[src/rtl/adc_scan_pkg.sv]
// Shared FSM state encoding and default parameter values for the ADC scan monitor.
package adc_scan_pkg;

    typedef enum logic [2:0] {
        IDLE,
        SETTLE,
        REQ,
        WAIT,
        GAP
    } scan_state_t;

    localparam int unsigned DEF_NUM_CH          = 2;
    localparam int unsigned DEF_ADC_W           = 14;
    localparam int unsigned DEF_AVG_LOG2        = 8;
    localparam int unsigned DEF_INTERVAL_CYCLES = 41946;
    localparam int unsigned DEF_SETTLE_CYCLES   = 1000;
    localparam int unsigned DEF_TIMEOUT_CYCLES  = 4096;
    localparam int unsigned DEF_MIN_VALID       = 850;
    localparam int unsigned DEF_HYST            = 16;

endpackage

[src/rtl/adc_avg_channel.sv]
// Per-channel block averager with a hysteretic low-level flag.
module adc_avg_channel
    import adc_scan_pkg::*;
#(
    parameter int unsigned ADC_W    = DEF_ADC_W,
    parameter int unsigned AVG_LOG2 = DEF_AVG_LOG2,
    parameter int unsigned HYST     = DEF_HYST
) (
    input  logic             clk,
    input  logic             rst,
    input  logic             clear,
    input  logic             sample_en,
    input  logic [ADC_W-1:0] sample,
    input  logic [ADC_W-1:0] low_thresh,
    output logic [ADC_W-1:0] avg_value,
    output logic             avg_valid,
    output logic             low_flag
);

    localparam int unsigned SUM_W   = ADC_W + AVG_LOG2;
    localparam int unsigned CNT_W   = AVG_LOG2 + 1;
    localparam int unsigned HI_W    = ADC_W + 1;
    localparam int unsigned ADC_MAX = (1 << ADC_W) - 1;

    logic [SUM_W-1:0] sum;
    logic [SUM_W-1:0] sum_next_c;
    logic [CNT_W-1:0] count;
    logic             last_c;
    logic [ADC_W-1:0] new_avg_c;
    logic [HI_W-1:0]  hi_raw_c;
    logic [HI_W-1:0]  thresh_hi_c;
    logic             flag_next_c;

    assign sum_next_c = sum + SUM_W'(sample);
    assign last_c     = sample_en && !clear && (count == CNT_W'((1 << AVG_LOG2) - 1));
    assign new_avg_c  = ADC_W'(sum_next_c >> AVG_LOG2);

    // Release threshold saturates at full scale so the flag can always clear.
    assign hi_raw_c    = {1'b0, low_thresh} + HI_W'(HYST);
    assign thresh_hi_c = (hi_raw_c > HI_W'(ADC_MAX)) ? HI_W'(ADC_MAX) : hi_raw_c;

    always_comb begin
        flag_next_c = low_flag;
        if (new_avg_c < low_thresh) begin
            flag_next_c = 1'b1;
        end else if ({1'b0, new_avg_c} >= thresh_hi_c) begin
            flag_next_c = 1'b0;
        end
    end

    always_ff @(posedge clk or posedge rst) begin
        if (rst) begin
            sum       <= '0;
            count     <= '0;
            avg_value <= '0;
            avg_valid <= 1'b0;
            low_flag  <= 1'b0;
        end else begin
            avg_valid <= 1'b0;
            if (clear) begin
                sum   <= '0;
                count <= '0;
            end else if (last_c) begin
                sum       <= '0;
                count     <= '0;
                avg_value <= new_avg_c;
                avg_valid <= 1'b1;
                low_flag  <= flag_next_c;
            end else if (sample_en) begin
                sum   <= sum_next_c;
                count <= count + CNT_W'(1);
            end
        end
    end

endmodule

[src/rtl/adc_scan_monitor.sv]
// Round-robin scanner for a muxed ADC: settle, request, wait, then hold out the slot,
// feeding accepted samples into one averager per channel.
module adc_scan_monitor
    import adc_scan_pkg::*;
#(
    parameter int unsigned NUM_CH          = DEF_NUM_CH,
    parameter int unsigned ADC_W           = DEF_ADC_W,
    parameter int unsigned AVG_LOG2        = DEF_AVG_LOG2,
    parameter int unsigned INTERVAL_CYCLES = DEF_INTERVAL_CYCLES,
    parameter int unsigned SETTLE_CYCLES   = DEF_SETTLE_CYCLES,
    parameter int unsigned TIMEOUT_CYCLES  = DEF_TIMEOUT_CYCLES,
    parameter int unsigned MIN_VALID       = DEF_MIN_VALID,
    parameter int unsigned HYST            = DEF_HYST
) (
    input  logic                      clk,
    input  logic                      reset,
    input  logic                      ena,
    input  logic [NUM_CH-1:0]         ch_mask,
    input  logic                      clear_avg,
    input  logic [ADC_W-1:0]          low_thresh,
    output logic [$clog2(NUM_CH)-1:0] adc_sel,
    output logic                      adc_req,
    input  logic                      adc_ready,
    input  logic [ADC_W-1:0]          adc_value,
    output logic [NUM_CH*ADC_W-1:0]   avg_value,
    output logic [NUM_CH-1:0]         avg_valid,
    output logic [NUM_CH-1:0]         low_flag,
    output logic                      timeout_err
);

    localparam int unsigned CW     = $clog2(NUM_CH);
    localparam int unsigned SLOT_W = $clog2(INTERVAL_CYCLES + 1);
    localparam int unsigned WAIT_W = $clog2(TIMEOUT_CYCLES + 1);

    scan_state_t       state;
    scan_state_t       next_state;
    logic [CW-1:0]     cur_ch;
    logic [CW-1:0]     next_ch_c;
    logic [SLOT_W-1:0] slot_cnt;
    logic [WAIT_W-1:0] wait_cnt;
    logic              any_mask_c;
    logic              advance_c;
    logic              timeout_c;
    logic              start_c;
    logic              accept_c;

    assign any_mask_c = |ch_mask;
    assign start_c    = (next_state == SETTLE) && (state != SETTLE);
    assign accept_c   = (state == WAIT) && adc_ready &&
                        (adc_value >= ADC_W'(MIN_VALID)) && ch_mask[cur_ch];

    always_ff @(posedge clk or posedge reset) begin
        if (reset) begin
            state <= IDLE;
        end else begin
            state <= next_state;
        end
    end

    always_comb begin
        next_state = state;
        advance_c  = 1'b0;
        timeout_c  = 1'b0;
        case (state)
            IDLE: begin
                if (ena && any_mask_c) begin
                    next_state = SETTLE;
                end
            end
            SETTLE: begin
                if (!ena) begin
                    next_state = IDLE;
                end else if (slot_cnt == SLOT_W'(SETTLE_CYCLES - 1)) begin
                    next_state = REQ;
                end
            end
            REQ: begin
                next_state = ena ? WAIT : IDLE;
            end
            // A started conversion always runs to completion, even with ena low.
            WAIT: begin
                if (adc_ready) begin
                    next_state = GAP;
                end else if (wait_cnt == WAIT_W'(TIMEOUT_CYCLES - 1)) begin
                    next_state = GAP;
                    timeout_c  = 1'b1;
                end
            end
            GAP: begin
                if (slot_cnt == SLOT_W'(INTERVAL_CYCLES - 1)) begin
                    advance_c  = 1'b1;
                    next_state = (ena && any_mask_c) ? SETTLE : IDLE;
                end
            end
            default: next_state = IDLE;
        endcase
    end

    // Next enabled channel after the current one; falls back to itself.
    always_comb begin
        int unsigned idx;
        logic        found;
        next_ch_c = cur_ch;
        found     = 1'b0;
        idx       = 0;
        for (int unsigned k = 1; k <= NUM_CH; k++) begin
            idx = (32'(cur_ch) + k) % NUM_CH;
            if (!found && ch_mask[CW'(idx)]) begin
                next_ch_c = CW'(idx);
                found     = 1'b1;
            end
        end
    end

    // wait_cnt counts cycles since adc_req, so timeout lands TIMEOUT_CYCLES after it.
    always_ff @(posedge clk or posedge reset) begin
        if (reset) begin
            cur_ch      <= '0;
            slot_cnt    <= '0;
            wait_cnt    <= '0;
            adc_sel     <= '0;
            adc_req     <= 1'b0;
            timeout_err <= 1'b0;
        end else begin
            if (start_c) begin
                slot_cnt <= '0;
            end else if (state != IDLE) begin
                slot_cnt <= slot_cnt + SLOT_W'(1);
            end
            if (state == REQ) begin
                wait_cnt <= WAIT_W'(1);
            end else if (state == WAIT) begin
                wait_cnt <= wait_cnt + WAIT_W'(1);
            end
            if (advance_c) begin
                cur_ch <= next_ch_c;
            end
            if (start_c) begin
                adc_sel <= advance_c ? next_ch_c : cur_ch;
            end
            adc_req     <= (next_state == REQ);
            timeout_err <= timeout_c;
        end
    end

    for (genvar i = 0; i < NUM_CH; i++) begin : g_ch
        adc_avg_channel #(
            .ADC_W    (ADC_W),
            .AVG_LOG2 (AVG_LOG2),
            .HYST     (HYST)
        ) u_ch (
            .clk        (clk),
            .rst        (reset),
            .clear      (clear_avg),
            .sample_en  (accept_c && (cur_ch == CW'(i))),
            .sample     (adc_value),
            .low_thresh (low_thresh),
            .avg_value  (avg_value[i*ADC_W +: ADC_W]),
            .avg_valid  (avg_valid[i]),
            .low_flag   (low_flag[i])
        );
    end

endmodule

[config.mk]
export PLATFORM = sky130hd
export DESIGN_NAME = adc_scan_monitor
export DESIGN_NICKNAME = d
export VERILOG_FILES = /design/src/rtl/adc_scan_pkg.sv /design/src/rtl/adc_avg_channel.sv /design/src/rtl/adc_scan_monitor.sv
export SDC_FILE = /design/constraint.sdc
export NUM_CORES = 1
export LEC_CHECK = 0
export BUFFER_PORTS_ARGS = -buffer_cell sky130_fd_sc_hd__buf_2
export CORE_MARGIN = 10
export CORE_UTILIZATION = 66
export CTS_CLUSTER_DIAMETER = 50
export CTS_CLUSTER_SIZE = 20
export DETAILED_ROUTE_END_ITERATION = 10
export PLACE_DENSITY = 0.95
export SLEW_MARGIN = 10
export SYNTH_ARGS = -nofsm -noshare
export SYNTH_HDL_FRONTEND = slang
export SYNTH_SLANG_ARGS = --single-unit
export TNS_END_PERCENT = 50
[constraint.sdc]
create_clock -name clk -period 10.9 [get_ports clk]
set_input_delay 0.545 -clock clk [delete_from_list [all_inputs] [get_ports clk]]
set_output_delay 0.545 -clock clk [all_outputs]
set_load 0.1 [all_outputs]
==> results.txt, run 1 <==
----------------------------------------------------
[Floorplanning]
  DIE WIDTH ... 138 µm
  Core area ... 13,400 µm²
  Starting utilization of the core area ... 68.2%
  DIE AREA ... 19,000 µm²
  Number of cell rows ... 42
  Top Ports ... 70
  Vertical die dimension ... 138 µm

[Routing]
  Routed len/inst ... 18.6 µm
  Total routed wirelength ... 23,500 µm
  Detail Route Antenna Nets ... 0
  1st-iter DRT viols ... 926
  Number of search-and-repair iterations in the first detailed-routing pass ... 5
  Count of unresolved DRC violations after routing ... 0
  Via density ... 6.46
  Vias after detailed routing ... 8,169

[Timing]
  Final worst clock skew ... 0.00966 ns
  Max Clock Freq ... 0.231 GHz
  Tightest hold margin ... 0.171 ns
  Transition time at the pin with the least slew margin ... 1.05 ns
  Unrepaired setup endpoints after global routing ... false
  Slew Limit Fails ... 0
  Final critical delay including setup and external delays ... 4.33 ns
  Setup-failing EPs final ... 0
  Worst-case headroom to the max-slew limit ... 30.0%
  Post-route clock period utilization ... 39.7%
  Total count of hold-check failures in the final report ... 0
  Setup_tns ... 0 ns
  Setup slack after layout ... 6.57 ns

[Place]
  Post-DP Area ... 9580 µm²
  Final weighted congestion in routability-driven placement ... 1.00
  DP Cell Count ... 1,232
  Minimum setup slack after placement ... 6.34 ns
  # port buffers ... 69
  DP HPWL ... 16,800 µm

[CTS]
  Cts repair resizes ... 0
  Hold buffer count at cts ... 0
  Clock H-tree levels ... 4
  Setup fix buffers added after clock tree synthesis ... 0
  Clock tree from TritonCTS ... built
  Worst-Skew Late Latency ... 0.43 ns
  Number of clock buffers inserted by TritonCTS ... 17
  Clock root buffer ... sky130_fd_sc_hd__clkbuf_16
  Clk sink count ... 130
  Clk buf depth ... 2
  Post-CTS clock slew at the launch and capture registers of the worst setup and hold paths ... 0.06 ns

[Setup path]
  Cell class contributing the biggest share of worst-path delay ... compound AO/OA/AOI/OAI gates
  Worst path required time ... 11.24 ns
  Buf+Inv Stages, Crit Path ... 0
  Reg-to-Reg Start ... g_ch[0].u_ch.sum[6]
  Delay of the slowest cell on the worst path ... 0.44 ns
  Kind of critical path ... reg -> reg
  Nature of the critical path endpoint ... flip-flop
  Critical R2R Capture ... g_ch[0].u_ch.low_flag
  R2R Setup Slk ... 6.57 ns
  Arrival time of data at the critical path endpoint ... 4.66 ns
  Category of the worst setup path launch point ... flip-flop
  Critical-path cell list ... ha_1 -> a21oi_1 -> nor3b_1 -> a211oi_1 -> o21ai_0 -> a21boi_1 -> o2111ai_1 -> nor2_1 -> xor2_1 -> ha_1 -> a21o_1 -> a21o_1 -> a21oi_1 -> mux2_2 -> o31ai_1 -> and2b_1 -> a32oi_1
  R2R cell count ... 17
  Cell with the biggest individual delay on the critical path ... sky130_fd_sc_hd__a211oi_1
  Max FO, Critical Path ... 5

[Flow run]
  Max cap viols ... 0

[Worst hold path]
  Worst Hold Class ... in -> async

[Synthesis]
  Multiplexer share of the synthesized area ... 1.81%
  Number of unique standard cell types used by synthesis ... 93
  Post-synthesis area per instance ... 8.99 µm²
  Post-synthesis xor/xnor area fraction ... 6.08%
  Total nets after synthesis ... 1,133
  Most common flop cell mapped by yosys ... sky130_fd_sc_hd__dfrtp_1
  Number of synthesized flops with an enable pin ... 0
  Simple-gate share of the synthesized area ... 20.2%
  Seq cells post-synth ... 130
  Synth warn ... 0
  Area fraction in compound gates after synthesis ... 21.2%
  Post-synthesis async set-or-reset flop share ... 100%
  Adder-Cell Fraction of Synth Area ... 11.5%
  Combinational family with the most area after synthesis ... compound AO/OA/AOI/OAI gates
  Cell count after synthesis ... 1,017
  Share of the yosys chip area belonging to registers ... 35.6%
  Cell area after synthesis ... 9140 µm²

[GRT]
  Vias in the first global route ... 7,850
  Initial antenna violation count ... 0
  First-pass GRT wire length ... 38,800 µm
  Overall track demand over capacity in global routing ... 25.4%
  GRT overflow ... 0
  Largest net degree at the start of global routing ... 84

[Final layout]
  End-of-flow core utilization ... 75.7%
  Number of nets in the final layout ... 1,191
  Share of post-route cells with drive strength above 1 ... 14.5%
  Growth of design area from synthesis to finish ... 10.9%
  Total inserted antenna cells ... 0
  Non-filler instance count after layout ... 1,264
  Final design area excluding fillers ... 10,100 µm²

[Status]
  Run status ... complete, no violations

[Power]
  Leakage component of the power ... 5.04 nW
  Maximum vdd ir drop ... 0.109 mV
  Overall power after layout ... 1.17 mW
  PD cells ... 116 nW/µm²

----------------------------------------------------
## cell usage after synthesis, types with 4 or more instances
library cell,instances,area [µm²]
sky130_fd_sc_hd__mux2_2,12,135
sky130_fd_sc_hd__nand3b_1,5,37.5
sky130_fd_sc_hd__o31ai_1,7,52.6
sky130_fd_sc_hd__ha_1,79,988
sky130_fd_sc_hd__nor4_1,9,56.3
sky130_fd_sc_hd__nand4_1,19,119
sky130_fd_sc_hd__nand2b_1,4,25.0
sky130_fd_sc_hd__nand2_1,130,488
sky130_fd_sc_hd__o21ai_0,100,500
sky130_fd_sc_hd__or2_1,6,37.5
sky130_fd_sc_hd__or2_2,6,37.5
sky130_fd_sc_hd__o21ai_1,5,25.0
sky130_fd_sc_hd__nor3_1,23,115
sky130_fd_sc_hd__a41oi_1,5,43.8
sky130_fd_sc_hd__buf_4,6,45.0
sky130_fd_sc_hd__nand3_1,28,140
sky130_fd_sc_hd__dfrtp_1,130,3250
sky130_fd_sc_hd__or3_1,7,43.8
sky130_fd_sc_hd__and3_1,20,125
sky130_fd_sc_hd__clkbuf_1,22,82.6
sky130_fd_sc_hd__o2111ai_1,4,35.0
sky130_fd_sc_hd__a22o_1,22,193
sky130_fd_sc_hd__o211ai_1,5,37.5
sky130_fd_sc_hd__and4_1,4,35.0
sky130_fd_sc_hd__nor2b_1,7,43.8
sky130_fd_sc_hd__a21o_1,20,150
sky130_fd_sc_hd__inv_1,42,158
sky130_fd_sc_hd__a21oi_1,40,200
sky130_fd_sc_hd__o211a_1,4,40.0
sky130_fd_sc_hd__a211oi_1,9,67.6
sky130_fd_sc_hd__nor2_1,75,282
sky130_fd_sc_hd__o21a_1,5,37.5
sky130_fd_sc_hd__xor2_1,35,307
sky130_fd_sc_hd__a31oi_1,4,25.0
sky130_fd_sc_hd__xnor2_1,24,210
## logic make-up (layout without fill, tap and decap cells)
kind of cell / count (synthesis) / after routing
and+or+nand+nor: 370 / 370
buffers and inverters: 78 / 149
adders and majority gates: 83 / 83
DFF: 130 / 130
AOI/OAI and AO/OA: 280 / 280
muxes: 15 / 15
xor gates and xnor gates: 61 / 61
## layout make-up
class / count / area (µm²)
clock buffer: 23 / 478
tap: 176 / 220
clock inverter: 9 / 81.3
sequential: 130 / 3250
timing repair buffer: 73 / 375
fill: 892 / 3260
multi-input combinational: 809 / 5570
inverter: 44 / 168
## per-layer routing
layer / wire [µm] / GRT usage [%] / vias up / part of all wire, %
met2: 10800 / 40.1 / 395 / 46
met4: 611 / 9.79 / 0 / 2.6
met5: 0 / 0 / - / 0
met1: 10100 / 33.4 / 3872 / 43
li1: - / - / 3840 / -
met3: 1990 / 5.54 / 62 / 8.5
## cell usage in the layout, fill, tap and decap left out, types with 5 or more instances in the layout
master / count
sky130_fd_sc_hd__or3_1: 7
sky130_fd_sc_hd__nand3b_1: 5
sky130_fd_sc_hd__o31ai_1: 7
sky130_fd_sc_hd__or2_1: 6
sky130_fd_sc_hd__buf_2: 69
sky130_fd_sc_hd__a21oi_1: 39
sky130_fd_sc_hd__nand3_1: 28
sky130_fd_sc_hd__xnor2_1: 24
sky130_fd_sc_hd__ha_1: 79
sky130_fd_sc_hd__nor4_1: 9
sky130_fd_sc_hd__a211oi_1: 9
sky130_fd_sc_hd__a41oi_1: 5
sky130_fd_sc_hd__xor2_1: 35
sky130_fd_sc_hd__o21ai_1: 5
sky130_fd_sc_hd__or2_2: 6
sky130_fd_sc_hd__nand2_1: 130
sky130_fd_sc_hd__nor3_1: 23
sky130_fd_sc_hd__dfrtp_1: 130
sky130_fd_sc_hd__nor2b_1: 7
sky130_fd_sc_hd__o21ai_0: 100
sky130_fd_sc_hd__nand4_1: 19
sky130_fd_sc_hd__mux2_2: 12
sky130_fd_sc_hd__a21o_1: 20
sky130_fd_sc_hd__nor2_1: 75
sky130_fd_sc_hd__o21a_1: 5
sky130_fd_sc_hd__clkbuf_16: 17
sky130_fd_sc_hd__a22o_1: 22
sky130_fd_sc_hd__o211ai_1: 5
sky130_fd_sc_hd__and3_1: 20
sky130_fd_sc_hd__inv_1: 41
## flip-flops by register name (all words and copies together), names as in the netlist
| register | cells |
|---|---|
| g_ch.u_ch.count | 18 |
| slot_cnt | 16 |
| timeout_err | 1 |
| g_ch.u_ch.sum | 44 |
| g_ch.u_ch.avg_valid | 2 |
| state | 3 |
| cur_ch | 1 |
| adc_req | 1 |
| wait_cnt | 13 |
| adc_sel | 1 |
| g_ch.u_ch.avg_value | 28 |
| g_ch.u_ch.low_flag | 2 |
## report_power, final
group          switching, mW  leakage (nW)  internal, mW  total, mW
registers            0.00934          1.81         0.488      0.498
clock network          0.216         0.269         0.330      0.546
logic                 0.0836          2.96        0.0455      0.129
total                  0.309          5.04         0.864       1.17
## how the worst max path moves through the flow
stage                                   start                     to  slack (ns)  cells after the start
after global placement           adc_value[1]  g_ch[1].u_ch.low_flag        6.48                     18
final                     g_ch[0].u_ch.sum[6]  g_ch[0].u_ch.low_flag        6.57                     17
after detailed placement        low_thresh[4]  g_ch[0].u_ch.low_flag        6.34                     17
after CTS                 g_ch[1].u_ch.sum[1]  g_ch[1].u_ch.low_flag        6.65                     17
after global routing      g_ch[0].u_ch.sum[4]  g_ch[0].u_ch.low_flag        6.20                     18
after floorplan                         reset                adc_req        6.89                      1
No activity file was read; power rests on OpenSTA's default activity.
==> run 2: changes to the inputs <==
Settings changed: CORE_UTILIZATION 66 to 62, PLACE_DENSITY 0.95 to 0.91.
Clock period 10.9 ns to 4.51 ns, I/O delays scaled along.
==> run 2 against run 1 <==
Effect of this change: cell area increased by 1.1%; hold slack about the same; fmax increased by 1.3%; clock power increased by 150%; global-route usage decreased by 2.1 points; via count increased by 0.45%; sequential power increased by 140%; highest routed layer unchanged; largest cell class unchanged.
==> results.txt, run 2 (synthesis gave the netlist of run 1 again) <==
----------------------------------------------------
[Status]
  Run status ... complete, no violations

[Power]
  Overall power after layout ... 2.87 mW (+140%)
  Maximum vdd ir drop ... 0.238 mV (+120%)
  PD cells ... 280 nW/µm² (+140%)
  Leakage component of the power ... 5.09 nW (+0.87%)

[Setup path]
  Reg-to-Reg Start ... g_ch[1].u_ch.sum[1]
  Buf+Inv Stages, Crit Path ... 0 (unchanged)
  Worst path required time ... 4.86 ns (-6.38 ns)
  Delay of the slowest cell on the worst path ... 0.43 ns (about the same)
  Cell class contributing the biggest share of worst-path delay ... compound AO/OA/AOI/OAI gates
  Kind of critical path ... reg -> reg
  Critical R2R Capture ... g_ch[1].u_ch.low_flag
  Critical-path cell list ... ha_1 -> a211oi_1 -> o21ai_1 -> a221oi_1 -> a21oi_1 -> a21oi_1 -> nor2b_1 -> xor2_1 -> ha_1 -> a21o_1 -> a21o_1 -> a21oi_1 -> nor2_1 -> a2111oi_0 -> o21ai_0 -> o31a_1 -> o21ai_1
  Cell count along the critical path ... 17 (unchanged)
  Arrival time of data at the critical path endpoint ... 4.62 ns (-0.04 ns)
  Cell repeated most along the worst path ... sky130_fd_sc_hd__a21oi_1
  Category of the worst setup path launch point ... flip-flop
  Max FO, Critical Path ... 6 (+1)
  Cell with the biggest individual delay on the critical path ... sky130_fd_sc_hd__a221oi_1
  Nature of the critical path endpoint ... flip-flop
  R2R cell count ... 17 (unchanged)
  Critical path destination ... g_ch[1].u_ch.low_flag
  First element of the critical path ... g_ch[1].u_ch.sum[1]
  R2R Setup Slk ... 0.24 ns (-6.34 ns)

[Timing]
  Final worst clock skew ... 0.0101 ns (+0.000491 ns)
  Setup slack after layout ... 0.239 ns (-6.34 ns)
  Post-route clock period utilization ... 94.7% (+55 points)
  Max Clock Freq ... 0.234 GHz (+1.3%)
  Setup-failing EPs final ... 0 (unchanged)
  Total count of hold-check failures in the final report ... 0 (unchanged)
  Slew Limit Fails ... 0 (unchanged)
  Worst-case headroom to the max-slew limit ... 30.6% (+0.53 points)
  Setup_tns ... 0 ns (unchanged)
  Tightest hold margin ... 0.171 ns (-0.000246 ns)
  Final critical delay including setup and external delays ... 4.27 ns (-0.0549 ns)
  Transition time at the pin with the least slew margin ... 1.04 ns (-0.0118 ns)

[CTS]
  Setup fix buffers added after clock tree synthesis ... 0 (unchanged)
  Clk sink count ... 130 (unchanged)
  Post-CTS clock slew at the launch and capture registers of the worst setup and hold paths ... 0.06 ns (about the same)
  Worst-Skew Late Latency ... 0.43 ns (about the same)
  Clk buf depth ... 2 (unchanged)
  Clock H-tree levels ... 4 (unchanged)
  Clock tree from TritonCTS ... built
  Clock root buffer ... sky130_fd_sc_hd__clkbuf_16
  Number of clock buffers inserted by TritonCTS ... 17 (unchanged)

[Floorplanning]
  DIE AREA ... 20,000 µm² (+5.5%)
  DIE WIDTH ... 141 µm (+2.7%)
  Core area ... 14,500 µm² (+8.0%)
  Vertical die dimension ... 141 µm (+2.7%)
  Starting utilization of the core area ... 63.1% (-5.1 points)
  Number of cell rows ... 44 (+4.8%)
  Top Ports ... 70 (unchanged)

[GRT]
  Overall track demand over capacity in global routing ... 23.3% (-2.1 points)
  Initial antenna violation count ... 0 (unchanged)
  First-pass GRT wire length ... 38,600 µm (-0.75%)
  Vias in the first global route ... 7,722 (-1.6%)
  Largest net degree at the start of global routing ... 52 (-38%)
  GRT overflow ... 0 (unchanged)

[Final layout]
  Share of post-route cells with drive strength above 1 ... 15.3% (+0.81 points)
  Count of fill cells added during filler insertion ... 1,083 (+21%)
  Largest registers in the final layout ... g_ch.u_ch.sum: 44 flops, g_ch.u_ch.avg_value: 28 flops, g_ch.u_ch.count: 18 flops
  Register with the highest flop count ... g_ch.u_ch.sum
  Growth of design area from synthesis to finish ... 12.1%
  End-of-flow core utilization ... 70.8% (-4.9 points)
  Final design area excluding fillers ... 10,200 µm² (+1.1%)
  Number of flip-flops under the largest register name ... 44 (unchanged)
  Number of nets in the final layout ... 1,199 (+0.67%)
  Top library cells by usage in the layout, fill and taps aside ... 130 x sky130_fd_sc_hd__nand2_1, 130 x sky130_fd_sc_hd__dfrtp_1, 100 x sky130_fd_sc_hd__o21ai_0
  Non-filler instance count after layout ... 1,280 (+1.3%)
  Total inserted antenna cells ... 0 (unchanged)

[Routing]
  Total routed wirelength ... 23,500 µm (about the same)
  Detail Route Antenna Nets ... 0 (unchanged)
  Vias after detailed routing ... 8,206 (+0.45%)
  Routed len/inst ... 18.4 µm (-1.2%)
  Count of unresolved DRC violations after routing ... 0 (unchanged)
  Number of search-and-repair iterations in the first detailed-routing pass ... 7 (+2)
  Via density ... 6.41 (-0.80%)
  1st-iter DRT viols ... 823 (-11%)

[Place]
  DP HPWL ... 17,100 µm (+1.7%)
  Minimum setup slack after placement ... 0.316 ns (-6.03 ns)
  # port buffers ... 69 (unchanged)
  Post-DP Area ... 9640 µm² (+0.57%)
  DP Cell Count ... 1,246 (+1.1%)
  Final weighted congestion in routability-driven placement ... 0.952 (-4.9%)

[Worst hold path]
  Worst Hold Class ... in -> reg

[Flow run]
  Max cap viols ... 0 (unchanged)

----------------------------------------------------
## run 2: worst reg2reg max path, delay by kind of cell, from the launching register on
family,cells,cell delay [ns]
simple gates,2,0.18
fa+ha+maj,2,0.61
xor+xnor,1,0.29
compound gates,12,2.71
flops,1,0.41
## run 2: layer usage
| layer | wire length, µm | track usage (%) |
|---|---|---|
| met5 | 0 | 0 |
| met4 | 499 | 8.66 |
| met3 | 1700 | 4.01 |
| met2 | 10900 | 36.6 |
| met1 | 10400 | 31.5 |
## run 2: final cells by class
class	instances	area, µm²	share of cell area (%)
multi-input cells	809	5580	54.4
repair buffers	81	440	4.30
well taps	184	230	2.25
flip-flops and latches	130	3250	31.7
clock inverters	13	136	1.33
inverters	44	168	1.64
clock buffers	19	443	4.32
## run 2: report_power, final
part	internal, mW	switching (mW)	total (mW)
logic	0.114	0.201	0.315
registers	1.18	0.0225	1.20
clock network	0.826	0.529	1.35
## run 2: worst min-delay path by stage
| stage | from | slack [ns] | cells after the start | to |
|---|---|---|---|---|
| 4_1_cts | ch_mask[0] | 0.17 | 4 | cur_ch |
| 3_5_place_dp | reset | 0.33 | 2 | wait_cnt[8] |
| 2_1_floorplan | adc_ready | 0.30 | 1 | timeout_err |
| 5_1_grt | ena | 0.20 | 4 | adc_req |
| 6_report | ch_mask[0] | 0.17 | 4 | cur_ch |
| 3_3_place_gp | reset | 0.33 | 2 | g_ch[1].u_ch.count[5] |
## run 2: what timing repair did
item / CTS / global route
hold buffers: 2 / 0
endpoints found under the setup margin: 0 / 2
hold endpoints to repair: 44 / 0
gates resized for setup: 0 / 2
==> run 3: changes to the inputs <==
Settings changed: BUFFER_PORTS_ARGS -buffer_cell sky130_fd_sc_hd__buf_2 to unset, CAP_MARGIN set to 25, CORE_UTILIZATION 62 to 65, DONT_BUFFER_PORTS set to 1, PLACE_DENSITY 0.91 to 0.9.
==> run 3 against run 2 <==
Effect of this change: clock skew fell by 0.00095 ns; sequential power about the same; worst setup slack improved by 0.073 ns; clock-buffer cell count increased by 1; critical path type unchanged; largest power group unchanged.
==> results.txt, run 3 (synthesis gave the netlist of run 1 again) <==
----------------------------------------------------
[Status]
  Run status ... complete, no violations

[GRT]
  Initial antenna violation count ... 0 (unchanged)
  Overall track demand over capacity in global routing ... 24.0% (+0.72 points)
  Met1 Usage GRT ... 29.9% (-1.6 points)
  Vias in the first global route ... 7,787 (+0.84%)
  First-pass GRT wire length ... 38,600 µm (+0.22%)
  GRT overflow ... 0 (unchanged)
  Peak-usage layer in the global routing report ... met2
  Largest net degree at the start of global routing ... 72 (+38%)
  Met2 routing resource usage after global routing ... 38.4% (+1.8 points)
  Met3 GRT Util ... 6.34% (+2.3 points)

[Final layout]
  Number of nets in the final layout ... 1,134 (-5.4%)
  Largest registers in the final layout ... g_ch.u_ch.sum: 44 flops, g_ch.u_ch.avg_value: 28 flops, g_ch.u_ch.count: 18 flops
  Register with the highest flop count ... g_ch.u_ch.sum
  End-of-flow core utilization ... 71.2% (+0.46 points)
  Number of flip-flops under the largest register name ... 44 (unchanged)
  Top library cells by usage in the layout, fill and taps aside ... 130 x sky130_fd_sc_hd__nand2_1, 130 x sky130_fd_sc_hd__dfrtp_1, 100 x sky130_fd_sc_hd__o21ai_0
  Non-filler instance count after layout ... 1,202 (-6.1%)
  Growth of design area from synthesis to finish ... 7.75%
  Final design area excluding fillers ... 9850 µm² (-3.9%)
  Total inserted antenna cells ... 0 (unchanged)
  Share of post-route cells with drive strength above 1 ... 9.10% (-6.2 points)

[Timing]
  Final worst clock skew ... 0.00920 ns (-0.000954 ns)
  Max Clock Freq ... 0.238 GHz (+1.7%)
  Setup-failing EPs final ... 0 (unchanged)
  Slew Limit Fails ... 0 (unchanged)
  Worst-case headroom to the max-slew limit ... 36.6% (+6.1 points)
  Post-route clock period utilization ... 93.1% (-1.6 points)
  Total count of hold-check failures in the final report ... 0 (unchanged)
  Final critical delay including setup and external delays ... 4.20 ns (-0.0731 ns)
  Transition time at the pin with the least slew margin ... 0.951 ns (-0.0869 ns)
  Setup_tns ... 0 ns (unchanged)

[Floorplanning]
  Core area ... 13,800 µm² (-4.5%)
  DIE WIDTH ... 139 µm (-2.0%)
  Number of cell rows ... 43 (-2.3%)
  DIE AREA ... 19,200 µm² (-4.0%)
  Starting utilization of the core area ... 66.1% (+3.0 points)
  Vertical die dimension ... 139 µm (-2.0%)
  Top Ports ... 70 (unchanged)

[Routing]
  1st-iter DRT viols ... 927 (+13%)
  Detail Route Antenna Nets ... 0 (unchanged)
  Number of search-and-repair iterations in the first detailed-routing pass ... 7 (unchanged)
  Routed len/inst ... 19.5 µm (+5.9%)
  Vias after detailed routing ... 8,013 (-2.4%)
  Count of unresolved DRC violations after routing ... 0 (unchanged)
  Via density ... 6.67 (+4.0%)
  Total routed wirelength ... 23,400 µm (-0.51%)

[Place]
  # port buffers ... 0 (-100%)
  DP Cell Count ... 1,175 (-5.7%)
  DP HPWL ... 16,700 µm (-2.3%)
  Post-DP Area ... 9310 µm² (-3.4%)
  Final weighted congestion in routability-driven placement ... 0.993 (+4.2%)

[Flow run]
  Max cap viols ... 0 (unchanged)

[Power]
  Leakage component of the power ... 4.75 nW (-6.7%)
  Overall power after layout ... 2.69 mW (-6.2%)
  PD cells ... 273 nW/µm² (-2.5%)
  Maximum vdd ir drop ... 0.264 mV (+11%)

[Setup path]
  Nature of the critical path endpoint ... flip-flop
  Category of the worst setup path launch point ... flip-flop
  Kind of critical path ... reg -> reg
  Max FO, Critical Path ... 6 (unchanged)
  Arrival time of data at the critical path endpoint ... 4.50 ns (-0.12 ns)
  R2R cell count ... 17 (unchanged)
  Worst path required time ... 4.81 ns (-0.05 ns)
  Reg-to-Reg Start ... g_ch[1].u_ch.sum[5]
  R2R Setup Slk ... 0.31 ns (+0.07 ns)
  Critical R2R Capture ... g_ch[1].u_ch.low_flag

[CTS]
  Post-CTS clock slew at the launch and capture registers of the worst setup and hold paths ... 0.05 ns (about the same)
  Clk sink count ... 130 (unchanged)
  Clk buf depth ... 2 (unchanged)
  Number of clock buffers inserted by TritonCTS ... 17 (unchanged)
  Clock tree from TritonCTS ... built
  Clock H-tree levels ... 4 (unchanged)
  Worst-Skew Late Latency ... 0.43 ns (about the same)
  Clock root buffer ... sky130_fd_sc_hd__clkbuf_16

[Worst hold path]
  Cell depth of the worst hold path ... 3 (-1)
  Hold-critical path endpoint ... adc_req
  Worst Hold Class ... in -> reg
  Start point of the worst hold path ... ena

----------------------------------------------------
==> run 3: changes by cell type in the layout (fill, tap and decap cells not counted), moves of 2 or more <==
cell                         delta
sky130_fd_sc_hd__clkinv_4       -2
sky130_fd_sc_hd__clkinv_2       -2
sky130_fd_sc_hd__clkinvlp_4     -4
sky130_fd_sc_hd__buf_2         -69
sky130_fd_sc_hd__buf_4          +2
==> run 3: critical path, stage by stage, from the launching register on <==
cell and delay, ns:
sky130_fd_sc_hd__dfrtp_1 0.39, sky130_fd_sc_hd__ha_1 0.36, sky130_fd_sc_hd__o21ai_0 0.18, sky130_fd_sc_hd__a211oi_1 0.34
sky130_fd_sc_hd__a221oi_2 0.11, sky130_fd_sc_hd__a21oi_1 0.23, sky130_fd_sc_hd__a21oi_1 0.12, sky130_fd_sc_hd__nor2b_1 0.43
sky130_fd_sc_hd__nand4_1 0.21, sky130_fd_sc_hd__xor2_1 0.27, sky130_fd_sc_hd__inv_1 0.12, sky130_fd_sc_hd__ha_1 0.31
sky130_fd_sc_hd__nand3_1 0.10, sky130_fd_sc_hd__nor2_1 0.23, sky130_fd_sc_hd__nand3_1 0.10, sky130_fd_sc_hd__mux2_2 0.27
sky130_fd_sc_hd__a211oi_1 0.18, sky130_fd_sc_hd__o21ai_1 0.10
==> run 3: metal layers <==
metal | part of all wire [%] | routed length [µm]
met1 | 41 | 9650
met2 | 47 | 10900
met3 | 9.4 | 2200
met4 | 2.8 | 648
met5 | 0 | 0
==> run 3: what timing repair did <==
item | CTS | global route
hold buffers | 3 | 0
setup buffers | 0 | 0
endpoints found under the hold margin | 73 | 0
endpoints found under the setup margin | 0 | 1
resized for setup | 0 | 3
==> run 3: power by group <==
part | internal (mW) | switching (mW) | total (mW)
sequential | 1.18 | 0.0215 | 1.20
combinational | 0.104 | 0.176 | 0.280
clock | 0.738 | 0.473 | 1.21
==> run 3: area by class of cell <==
type | count | area, µm²
tap | 180 | 225
fill | 984 | 3980
inverter | 44 | 170
sequential | 130 | 3250
timing repair buffer | 16 | 131
clock buffer | 20 | 447
multi-input combinational | 809 | 5580
clock inverter | 3 | 40.0
==> run 3: worst max path at each step <==
stage	from	slack [ns]	endpoint
2_1_floorplan	g_ch[1].u_ch.sum[0]	0.75	g_ch[1].u_ch.low_flag
3_3_place_gp	g_ch[1].u_ch.sum[0]	0.48	g_ch[1].u_ch.low_flag
3_5_place_dp	g_ch[1].u_ch.sum[1]	0.30	g_ch[1].u_ch.low_flag
4_1_cts	g_ch[1].u_ch.sum[1]	0.22	g_ch[1].u_ch.low_flag
5_1_grt	g_ch[1].u_ch.sum[2]	-0.0009	g_ch[1].u_ch.low_flag
6_report	g_ch[1].u_ch.sum[5]	0.31	g_ch[1].u_ch.low_flag
==> run 3: stage by stage <==
| stage | worst slack [ns] | hold slack, ns |
|---|---|---|
| 4_1_cts | 0.217 | 0.0412 |
| 6_report | 0.313 | 0.0439 |
| 5_1_grt | -0.000887 | 0.0588 |
| 3_5_place_dp | 0.303 | 0.230 |
| 2_1_floorplan | 0.754 | 0.298 |
| 3_3_place_gp | 0.476 | 0.223 |
